--- config.mk ---
export PLATFORM = sky130hd
export DESIGN_NAME = uart_ctrl
export DESIGN_NICKNAME = d
export VERILOG_FILES = /design/src/rtl/uart_pkg.sv /design/src/rtl/uart_fifo.sv /design/src/rtl/uart_ctrl.sv
export SDC_FILE = /design/constraint.sdc
export NUM_CORES = 1
export LEC_CHECK = 0
export CORE_AREA = 2 2 146 91
export DETAILED_ROUTE_END_ITERATION = 10
export DIE_AREA = 0 0 148 93
export PLACE_DENSITY = 0.73
export SKIP_LAST_GASP = 1
export SYNTH_ARGS = -nofsm -noshare
export SYNTH_HDL_FRONTEND = slang
export SYNTH_HIERARCHICAL = 1
export SYNTH_SLANG_ARGS = --single-unit
--- constraint.sdc ---
create_clock -name clk -period 2.7 [get_ports clk]
set_input_delay 0.405 -clock clk [delete_from_list [all_inputs] [get_ports clk]]
set_output_delay 0.405 -clock clk [all_outputs]
set_load 0.005 [all_outputs]
--- src/rtl/uart_pkg.sv ---
// rtl/uart_pkg.sv - register map, status/ctrl bit positions and sequencer states for uart_ctrl
package uart_pkg;

  localparam logic [1:0] ADDR_DATA   = 2'd0;
  localparam logic [1:0] ADDR_STATUS = 2'd1;
  localparam logic [1:0] ADDR_CTRL   = 2'd2;

  localparam int ST_TX_FULL  = 0;
  localparam int ST_TX_EMPTY = 1;
  localparam int ST_RX_EMPTY = 2;
  localparam int ST_RX_FULL  = 3;
  localparam int ST_TX_OVF   = 4;
  localparam int ST_BUSY     = 5;

  localparam int CTRL_IE_RX = 0;
  localparam int CTRL_IE_TX = 1;

  typedef enum logic [1:0] {
    TX_IDLE   = 2'd0,
    TX_STROBE = 2'd1,
    TX_WAIT   = 2'd2
  } tx_state_e;

  typedef enum logic {
    RX_IDLE = 1'b0,
    RX_ACK  = 1'b1
  } rx_state_e;

  function automatic logic [31:0] status_word(
    input logic tx_full,
    input logic tx_empty,
    input logic rx_empty,
    input logic rx_full,
    input logic tx_ovf,
    input logic busy
  );
    logic [31:0] w;
    w              = '0;
    w[ST_TX_FULL]  = tx_full;
    w[ST_TX_EMPTY] = tx_empty;
    w[ST_RX_EMPTY] = rx_empty;
    w[ST_RX_FULL]  = rx_full;
    w[ST_TX_OVF]   = tx_ovf;
    w[ST_BUSY]     = busy;
    return w;
  endfunction

endpackage

--- src/rtl/uart_fifo.sv ---
// rtl/uart_fifo.sv - byte FIFO with show-ahead head; push is accepted when full only alongside a pop
module uart_fifo #(
  parameter int DEPTH = 4
) (
  input  logic                     clk,
  input  logic                     rst_n,
  input  logic                     push,
  input  logic                     pop,
  input  logic [7:0]               din,
  output logic [7:0]               dout,
  output logic                     full,
  output logic                     empty,
  output logic [$clog2(DEPTH):0]   count
);

  localparam int AW = $clog2(DEPTH);
  localparam logic [AW:0] FULL_COUNT = (AW+1)'(DEPTH);

  logic [7:0]    mem_q [DEPTH];
  logic [7:0]    mem_d [DEPTH];
  logic [AW-1:0] wptr_q, wptr_d;
  logic [AW-1:0] rptr_q, rptr_d;
  logic [AW:0]   count_q, count_d;
  logic          do_push, do_pop;

  assign full    = (count_q == FULL_COUNT);
  assign empty   = (count_q == '0);
  assign count   = count_q;
  assign dout    = mem_q[rptr_q];
  // a pop on an empty FIFO is a no-op, so there is never a bypass path
  assign do_pop  = pop & ~empty;
  assign do_push = push & (~full | do_pop);

  always_comb begin
    mem_d   = mem_q;
    wptr_d  = wptr_q;
    rptr_d  = rptr_q;
    count_d = count_q;
    if (do_push) begin
      mem_d[wptr_q] = din;
      wptr_d        = wptr_q + 1'b1;
    end
    if (do_pop) begin
      rptr_d = rptr_q + 1'b1;
    end
    case ({do_push, do_pop})
      2'b10:   count_d = count_q + 1'b1;
      2'b01:   count_d = count_q - 1'b1;
      default: count_d = count_q;
    endcase
  end

  always_ff @(posedge clk or negedge rst_n) begin
    if (!rst_n) begin
      mem_q   <= '{default: '0};
      wptr_q  <= '0;
      rptr_q  <= '0;
      count_q <= '0;
    end else begin
      mem_q   <= mem_d;
      wptr_q  <= wptr_d;
      rptr_q  <= rptr_d;
      count_q <= count_d;
    end
  end

endmodule

--- src/rtl/uart_ctrl.sv ---
// rtl/uart_ctrl.sv - bus-facing controller that buffers bytes and sequences the uart we/re handshakes
module uart_ctrl
  import uart_pkg::*;
#(
  parameter int FIFO_DEPTH = 4
) (
  input  logic        clk,
  input  logic        rst_n,
  input  logic        sel,
  input  logic        wr,
  input  logic [1:0]  addr,
  input  logic [7:0]  wdata,
  output logic [31:0] rdata,
  output logic        irq,
  output logic        uart_we,
  output logic [7:0]  uart_din,
  input  logic        uart_empty,
  output logic        uart_re,
  input  logic        uart_full,
  input  logic [7:0]  uart_dout
);

  localparam int CW = $clog2(FIFO_DEPTH) + 1;
  localparam logic [CW-1:0] DEPTH_CNT = CW'(FIFO_DEPTH);

  logic          rd_req, wr_req;
  logic          tx_push, tx_pop, rx_push, rx_pop;
  logic [7:0]    tx_head, rx_head;
  logic          tx_full, tx_empty, rx_full, rx_empty;
  logic [CW-1:0] tx_count, rx_count;

  tx_state_e     tx_state_q, tx_state_d;
  rx_state_e     rx_state_q, rx_state_d;
  logic          uart_we_q, uart_we_d;
  logic          uart_re_q, uart_re_d;
  logic [7:0]    uart_din_q, uart_din_d;
  logic [31:0]   rdata_q, rdata_d;
  logic          irq_q, irq_d;
  logic [1:0]    ie_q, ie_d;
  logic          tx_ovf_q, tx_ovf_d;

  assign rd_req  = sel & ~wr;
  assign wr_req  = sel & wr;
  // bytes written while full are dropped here rather than relying on a same-cycle pop
  assign tx_push = wr_req & (addr == ADDR_DATA) & ~tx_full;
  assign rx_pop  = rd_req & (addr == ADDR_DATA);

  uart_fifo #(.DEPTH(FIFO_DEPTH)) u_tx_fifo (
    .clk   (clk),
    .rst_n (rst_n),
    .push  (tx_push),
    .pop   (tx_pop),
    .din   (wdata),
    .dout  (tx_head),
    .full  (tx_full),
    .empty (tx_empty),
    .count (tx_count)
  );

  uart_fifo #(.DEPTH(FIFO_DEPTH)) u_rx_fifo (
    .clk   (clk),
    .rst_n (rst_n),
    .push  (rx_push),
    .pop   (rx_pop),
    .din   (uart_dout),
    .dout  (rx_head),
    .full  (rx_full),
    .empty (rx_empty),
    .count (rx_count)
  );

  always_comb begin
    tx_state_d = tx_state_q;
    uart_we_d  = 1'b0;
    uart_din_d = uart_din_q;
    tx_pop     = 1'b0;
    case (tx_state_q)
      TX_IDLE: begin
        if ((tx_count != '0) && uart_empty) begin
          tx_pop     = 1'b1;
          uart_din_d = tx_head;
          uart_we_d  = 1'b1;
          tx_state_d = TX_STROBE;
        end
      end
      TX_STROBE: tx_state_d = TX_WAIT;
      // the transceiver drops empty one cycle after the strobe; wait for it before re-arming
      TX_WAIT: begin
        if (!uart_empty) begin
          tx_state_d = TX_IDLE;
        end
      end
      default: tx_state_d = TX_IDLE;
    endcase
  end

  always_comb begin
    rx_state_d = rx_state_q;
    uart_re_d  = 1'b0;
    rx_push    = 1'b0;
    case (rx_state_q)
      RX_IDLE: begin
        if (uart_full && (rx_count != DEPTH_CNT)) begin
          rx_push    = 1'b1;
          uart_re_d  = 1'b1;
          rx_state_d = RX_ACK;
        end
      end
      RX_ACK:  rx_state_d = RX_IDLE;
      default: rx_state_d = RX_IDLE;
    endcase
  end

  always_comb begin
    rdata_d  = rdata_q;
    ie_d     = ie_q;
    tx_ovf_d = tx_ovf_q;
    if (wr_req) begin
      case (addr)
        ADDR_DATA:   if (tx_full) tx_ovf_d = 1'b1;
        ADDR_STATUS: if (wdata[ST_TX_OVF]) tx_ovf_d = 1'b0;
        ADDR_CTRL:   ie_d = wdata[1:0];
        default:     ie_d = ie_q;
      endcase
    end
    if (rd_req) begin
      case (addr)
        ADDR_DATA:   rdata_d = rx_empty ? 32'd0 : {23'd0, 1'b1, rx_head};
        ADDR_STATUS: rdata_d = status_word(tx_full, tx_empty, rx_empty, rx_full,
                                           tx_ovf_q, ~uart_empty);
        ADDR_CTRL:   rdata_d = {30'd0, ie_q};
        default:     rdata_d = 32'd0;
      endcase
    end
    irq_d = (ie_q[CTRL_IE_RX] & ~rx_empty) |
            (ie_q[CTRL_IE_TX] & tx_empty & uart_empty);
  end

  always_ff @(posedge clk or negedge rst_n) begin
    if (!rst_n) begin
      tx_state_q <= TX_IDLE;
      rx_state_q <= RX_IDLE;
      uart_we_q  <= 1'b0;
      uart_re_q  <= 1'b0;
      uart_din_q <= 8'd0;
      rdata_q    <= 32'd0;
      irq_q      <= 1'b0;
      ie_q       <= 2'd0;
      tx_ovf_q   <= 1'b0;
    end else begin
      tx_state_q <= tx_state_d;
      rx_state_q <= rx_state_d;
      uart_we_q  <= uart_we_d;
      uart_re_q  <= uart_re_d;
      uart_din_q <= uart_din_d;
      rdata_q    <= rdata_d;
      irq_q      <= irq_d;
      ie_q       <= ie_d;
      tx_ovf_q   <= tx_ovf_d;
    end
  end

  assign rdata    = rdata_q;
  assign irq      = irq_q;
  assign uart_we  = uart_we_q;
  assign uart_re  = uart_re_q;
  assign uart_din = uart_din_q;

endmodule
==> metrics.md, run 1 <==
| Metric | Value |
|---|---|
| Vias per cell | `approximately 5.0` |
| R2r worst-path depth | `11` |
| CTS Buf Count | `9` |
| Wl on met1 | `5040 um` |
| Worst skew pair latency | `between 0.3 and 0.4 ns` |
| Bufs on Longest Clock Path | `2` |
| Post-synthesis instance area | `4860 um^2` |
| Chip width | `~150 um` |
| Yosys warning count | `6` |
| Overall Global Routing Usage | `approximately 16%` |
| CP Launch Point | `u_tx_fifo/count[0]` |
| Syn Area/Cell | `between 10 and 15 um^2` |
| Root Driver | `clkbuf_16` |
| PwrDens | `1060 nW/um^2` |
| DR DRC count | `0` |
| Post-Route WL | `10,100 um` |
| Post-synth top flop | `dfrtp_1` |
| Drt pass-1 iters | `4` |
| Max-cap violations | `0` |
| H-tree depth | `3` |
| Detailed placer's ending HPWL | `7300 um` |
| DR WL/cell | `16.8 um` |
| R2R setup slack | `0.18 ns` |
| Critical Path RT | `2.92 ns` |
| Synthesized flop and latch total | `103` |
| Fmax | `396 MHz` |
| Critical Path Fanout Max | `4` |
| Slew Limit Headroom | `56.9%` |
| Global route overflow | `0` |
| Std cell rows | `32` |
| Worst setup path class | `reg2reg` |
| Initial Util | `38.9%` |
| Met2 routed WL | `4500 um` |
| Metal3 WL | `470 um` |
| Post-synth EDFFs | `0` |
| Leakage power | `2.65 nW` |
| R2R Path End | `u_tx_fifo/count[2]` |
| Initial antenna violation count | `0` |
| Non-Filler Cell Area, Final | `between 5000 and 6000 um^2` |
| Vias in the first global route | `3,166` |
| Placed Area | `~5600 um^2` |
| DIE HEIGHT | `93 um` |
| Final Max Slew Viols | `0` |
| Worst Setup End Kind | `flop` |
| CP arrival | `2.74 ns` |
| Crit share post-route | `93.5%` |
| DIE AREA | `13,800 um^2` |
| Setup crit start kind | `flop` |
| Clock sinks | `103` |
| Worst Setup EP | `u_tx_fifo/count[2]` |
| Count of cell types in the netlist | `37` |
| Max Clock Skew | `0.00811 ns` |
| Final worst path period need | `2.52 ns` |
| First-pass GRT wire length | `16,500 um` |
| Min-Delay Path Class | `in2async` |
| First DRT Iteration DRCs | `191` |
| Total I/O pin count | `67` |
| Hold_buf cts | `0` |
| Pin count of the biggest net entering global routing | `51` |
| Syn Inst Count | `347` |
| Area Overhead vs Synth | `22.4%` |
| Uppermost routed layer | `met4` |
| Port bufs | `43` |
| GPL Wtd Cong | `0.752` |
| Final setup viols | `0` |
| Power Total | `between 6 and 7 mW` |
| CTS tree | `done` |
| Worst-path clk slew | `0.06 ns` |
| Async S/R FF share, synth | `100%` |
| Worst-margin pin slew | `0.647 ns` |
| Register area share after synthesis | `53.0%` |
| Antenna Cells | `0` |
| Core Region | `12,500 um^2` |
| Status | `completed` |
| Nets | `464` |
| Layout cells sized above 1 | `35.5%` |
| Vias | `2,991` |
| Post-route ant nets | `0` |
| Critical R2R Launch | `u_tx_fifo/count[0]` |
| Final Hold Viols | `0` |
| Max IR drop VDD | `0.361 mV` |
==> synthesized netlist by cell type (2+ instances only) <==
| cell type | instances | area share, % |
|---|---|---|
| or2b_2 | 2 | 0.36 |
| mux4_2 | 16 | 7.4 |
| nand2_1 | 18 | 1.4 |
| clkbuf_1 | 3 | 0.23 |
| xnor2_1 | 6 | 1.1 |
| buf_1 | 2 | 0.15 |
| nand3_1 | 2 | 0.21 |
| nor2_1 | 4 | 0.31 |
| buf_4 | 23 | 3.6 |
| mux2i_1 | 2 | 0.41 |
| o31a_2 | 2 | 0.41 |
| and3_1 | 2 | 0.26 |
| a21oi_1 | 5 | 0.51 |
| inv_1 | 14 | 1.1 |
| nor4bb_1 | 2 | 0.41 |
| nor3_1 | 6 | 0.62 |
| nor2_2 | 8 | 1.0 |
| xor2_1 | 6 | 1.1 |
| o21ai_0 | 10 | 1.0 |
| fa_1 | 2 | 0.82 |
| nor4b_4 | 3 | 1.5 |
| mux2_1 | 4 | 0.93 |
| mux2_2 | 73 | 17 |
| buf_2 | 2 | 0.21 |
| a22oi_1 | 5 | 0.77 |
| dfrtp_1 | 103 | 53 |
| nand2b_1 | 3 | 0.39 |
| ha_1 | 10 | 2.6 |
==> flip-flops by register name, indices dropped and copies added, names as in the netlist, 2 cells and up <==
| name | count |
|---|---|
| u_rx_fifo/mem_q | 32 |
| u_rx_fifo/wptr_q | 2 |
| u_rx_fifo/rptr_q | 2 |
| u_tx_fifo/count | 3 |
| rdata | 9 |
| tx_state_q | 2 |
| uart_din | 8 |
| u_tx_fifo/wptr_q | 2 |
| u_tx_fifo/rptr_q | 2 |
| ie_q | 2 |
| u_tx_fifo/mem_q | 32 |
| u_rx_fifo/count | 3 |
==> cell type report <==
| type | instances | area [um^2] |
|---|---|---|
| clock buffers | 13 | 250 |
| clock inverters | 1 | 30.0 |
| fillers | 1090 | 6550 |
| inverters | 14 | 52.6 |
| multi-input cells | 222 | 2120 |
| flip-flops and latches | 103 | 2580 |
| well taps | 170 | 213 |
| repair buffers | 78 | 703 |
==> critical path: stages (launching register included) <==
cell     delay [ns]
dfrtp_1        0.45
buf_4          0.17
inv_1          0.06
and3_1         0.23
nor3_2         0.29
or2b_2         0.35
ha_1           0.23
inv_1          0.08
fa_1           0.18
xor2_1         0.15
nor2_1         0.07
xor2_1         0.14
==> power by group <==
group	switching, mW	internal [mW]	total, mW
combinational	0.848	1.42	2.26
sequential	0.544	2.22	2.77
clock	0.521	0.735	1.26
==> worst min path at each step <==
stage	from	end	slack, ns	cells after the start
after floorplan	rst_n	ie_q[0]	0.11	0
after global placement	rdata[2]	rdata[2]	0.47	2
after detailed placement	rst_n	uart_din[7]	0.48	1
after CTS	rst_n	uart_din[7]	0.11	1
after global routing	rst_n	uart_din[7]	0.14	1
final	rst_n	u_tx_fifo/mem_q[25]	0.09	1
==> cell families (layout without fill, tap and decap cells) <==
kind of cell	count (synthesis)	count (layout)	share of synthesized area (%)
compound gates	24	24	3.06
buf+inv	44	106	5.23
flops	103	103	53.0
xor+xnor	12	12	2.16
simple gates	56	56	7.36
fa+ha+maj	12	12	3.40
mux	95	95	25.7
other cells	1	23	0.0772
==> placed cells by master, fill, tap and decap left out, types with 3 or more instances in the layout <==
cell type / count
nor2_1: 4
a21oi_1: 5
ha_1: 10
dfrtp_1: 103
clkbuf_16: 9
nor4b_4: 3
mux4_2: 16
xnor2_1: 6
clkbuf_1: 3
nand2_1: 18
conb_1: 23
xor2_1: 6
a22oi_1: 5
inv_1: 14
buf_4: 35
o21ai_0: 10
clkdlybuf4s50_1: 42
nor3_1: 4
nor2_2: 8
mux2_2: 73
nand2b_1: 3
mux2_1: 4
==> metal layers <==
layer / up-vias / GRT usage, %
li1: 1344 / -
met3: 10 / 3.32
met5: - / 0
met1: 1556 / 22.8
met2: 81 / 23.1
met4: 0 / 4.76
==> metrics by stage <==
step / std cells / worst slack [ns] / TNS [ns] / hold slack, ns / util (%)
global route: 601 / -0.0201 / -0.0201 / 0.143 / 47.6
floorplan: 369 / 0.131 / 0 / 0.109 / -
finish: 601 / 0.176 / 0 / 0.0862 / 47.6
detailed placement: 584 / -0.0524 / -0.0524 / 0.476 / 45.1
CTS: 598 / 0.0343 / 0 / 0.115 / 47.3
global placement: 584 / 0.0425 / 0 / 0.467 / 45.1
==> timing repair <==
action | CTS | global route
buffers inserted | 0 | 3
setup endpoints to repair | 0 | 1
gates resized for setup | 0 | 2
(Power assumes the default switching activity.)
==> run 2, diff against run 1 <==
Clock period 2.7 ns to 2.08 ns, I/O delays scaled along.
==> metrics.md, run 2 (synthesized netlist as in run 1, its figures left out) <==
| Metric | Value |
|---|---|
| Max IR drop VDD | `0.456 mV` |
| H-tree depth | `3` |
| Critical Path RT | `approximately 2.3 ns` |
| Max-cap violations | `0` |
| Worst skew pair latency | `0.34 ns` |
| Worst-path clk slew | `~0.070 ns` |
| Root Driver | `clkbuf_16` |
| CP arrival | `2.42 ns` |
| Setup crit start kind | `flop` |
| Std cell rows | `32` |
| Status | `complete, but fails checks` |
| R2R setup slack | `-0.08 ns` |
| Bufs on Longest Clock Path | `2` |
| First DRT Iteration DRCs | `178` |
| Total I/O pin count | `67` |
| Vias in the first global route | `roughly 3,100` |
| DR DRC count | `0` |
| Fmax | `464 MHz` |
| Delay-heaviest family, CP | `simple AND/OR/NAND/NOR gates` |
| Crit share post-route | `104%` |
| Max Clock Skew | `0.00603 ns` |
| Area Overhead vs Synth | `29.1%` |
| R2R Path End | `u_tx_fifo/count[2]` |
| Final worst path period need | `2.16 ns` |
| Overall Global Routing Usage | `between 15 and 20%` |
| CP Launch Point | `u_tx_fifo/count[2]` |
| PwrDens | `1390 nW/um^2` |
| Pin count of the biggest net entering global routing | `41` |
| Leakage power | `2.79 nW` |
| Chip width | `148 um` |
| Failing checks | `setup timing` |
| CP max stage cell | `dfrtp_2` |
| Final setup viols | `1` |
| Core Region | `about 12,000 um^2` |
| TNS Setup | `-0.0771 ns` |
| Most frequent cells in the layout | `dfrtp_1, mux2_2, clkdlybuf4s50_1` |
| Most common cell after layout, fill and taps aside | `dfrtp_1` |
| Filler cell count | `1,054` |
| Critical-path cell list | `nor3_4 -> nor4b_4 -> nor4b_4 -> or2b_4 -> ha_4 -> inv_2 -> fa_2 -> xor2_1 -> nor2_1 -> xor2_1` |
| DIE HEIGHT | `93 um` |
| Critical R2R Launch | `u_tx_fifo/count[2]` |
| Post-Route WL | `approximately 9800 um` |
| CP max stage delay | `0.43 ns` |
| Initial antenna violation count | `0` |
| Global route overflow | `0` |
| Worst path depth | `10` |
| Vias per cell | `4.75` |
| Worst Setup EP | `u_tx_fifo/count[2]` |
| Worst slack at placement | `-0.421 ns` |
| Drt pass-1 iters | `4` |
| Cells after DPL | `roughly 600` |
| Layout cells sized above 1 | `40.5%` |
| DIE AREA | `13,800 um^2` |
| Port bufs | `43` |
| Min-Delay Path Class | `in2async` |
| Worst setup path class | `reg2reg` |
| CTS Buf Count | `9` |
| CTS tree | `done` |
| Layout Cells excl Fill | `614` |
| First-pass GRT wire length | `16,200 um` |
| Initial Util | `38.9%` |
| Final setup margin | `-0.0771 ns` |
| Nets | `475` |
| Post-route ant nets | `0` |
| DR WL/cell | `16.0 um` |
| Buf+Inv Stages, Crit Path | `1` |
| Antenna Cells | `0` |
| Unrepaired setup endpoints after global routing | `yes` |
| Worst Hold Margin | `0.472 ns` |
| Detailed placer's ending HPWL | `slightly above 7000 um` |
| Vias | `2,916` |
| Final Max Slew Viols | `0` |
| R2r worst-path depth | `10` |
| Critical Path Fanout Max | `3` |
| Worst Setup End Kind | `flop` |
| GPL Wtd Cong | `0.755` |
| Clock sinks | `103` |
| Final Hold Viols | `0` |
[run 2: cell count changes in the layout (fill, tap and decap cells not counted), moves of 3 or more]
cell,previous run,this run
buf_12,1,9
clkdlybuf4s50_1,42,38
dfrtp_1,103,100
dfrtp_2,0,3
dlygate4sd2_1,0,3
inv_1,14,11
inv_2,0,3
[run 2: cell type report]
type                       count  area (um^2)  share of cell area [%]
clock buffer                  12          256                    4.09
clock inverter                 4         98.8                    1.58
inverter                      14         52.6                   0.837
multi-input combinational    222         2190                    34.8
sequential                   103         2580                    41.1
tap                          170          213                    3.39
timing repair buffer          89          887                    14.1
[run 2: timing repair]
item / in CTS / in global routing
endpoints found under the hold margin: 33 / 0
resized for setup: 5 / 2
hold buffers: 1 / 0
setup endpoints to repair: 3 / 4
buffers inserted: 3 / 3
pin swaps: 7 / 4
[run 2: worst register-to-register path: stages, from the launching register on]
cell and delay [ns]:
dfrtp_2 0.43, nor3_4 0.23, nor4b_4 0.09, nor4b_4 0.28, or2b_4 0.18, ha_4 0.13
inv_2 0.03, fa_2 0.32, xor2_1 0.14, nor2_1 0.11, xor2_1 0.14
[run 2: stage by stage]
step,cell area (um^2),total power [mW],utilization [%]
2_1_floorplan,5020,5.49,-
3_3_place_gp,5860,6.56,46.9
3_5_place_dp,5860,6.74,46.9
4_1_cts,6250,8.78,50.0
5_1_grt,6270,9.26,50.2
6_report,6270,8.72,50.2
[run 2: routing by layer]
layer | global-route usage (%) | vias to the layer above | wire length, um
met3 | 2.98 | 13 | 380
met1 | 22.0 | 1476 | 4770
li1 | - | 1374 | -
met5 | 0 | - | 0
met4 | 4.76 | 0 | 121
met2 | 24.0 | 53 | 4570
[run 2: power by group]
part / switching (mW) / internal, mW
logic: 1.24 / 2.02
registers: 0.609 / 2.89
clock network: 0.710 / 1.25
[run 2: worst min-delay path by stage]
| stage | slack (ns) | from | depth (start not counted) | endpoint |
|---|---|---|---|---|
| 5_1_grt | 0.50 | u_tx_fifo/mem_q[15] | 1 | u_tx_fifo/mem_q[15] |
| 4_1_cts | 0.48 | rst_n | 2 | u_tx_fifo/mem_q[23] |
| 3_3_place_gp | 0.30 | rst_n | 1 | u_tx_fifo/mem_q[23] |
| 2_1_floorplan | 0.02 | rst_n | 0 | ie_q[0] |
| 3_5_place_dp | 0.31 | rst_n | 1 | u_tx_fifo/mem_q[23] |
| 6_report | 0.47 | rst_n | 2 | u_tx_fifo/mem_q[23] |
==> run 3, diff against run 2 <==
Settings changed: GPL_ROUTABILITY_DRIVEN set to 0.
==> results of run 3 <==
No change in the layout: final DEF, timing and power equal those of run 2.
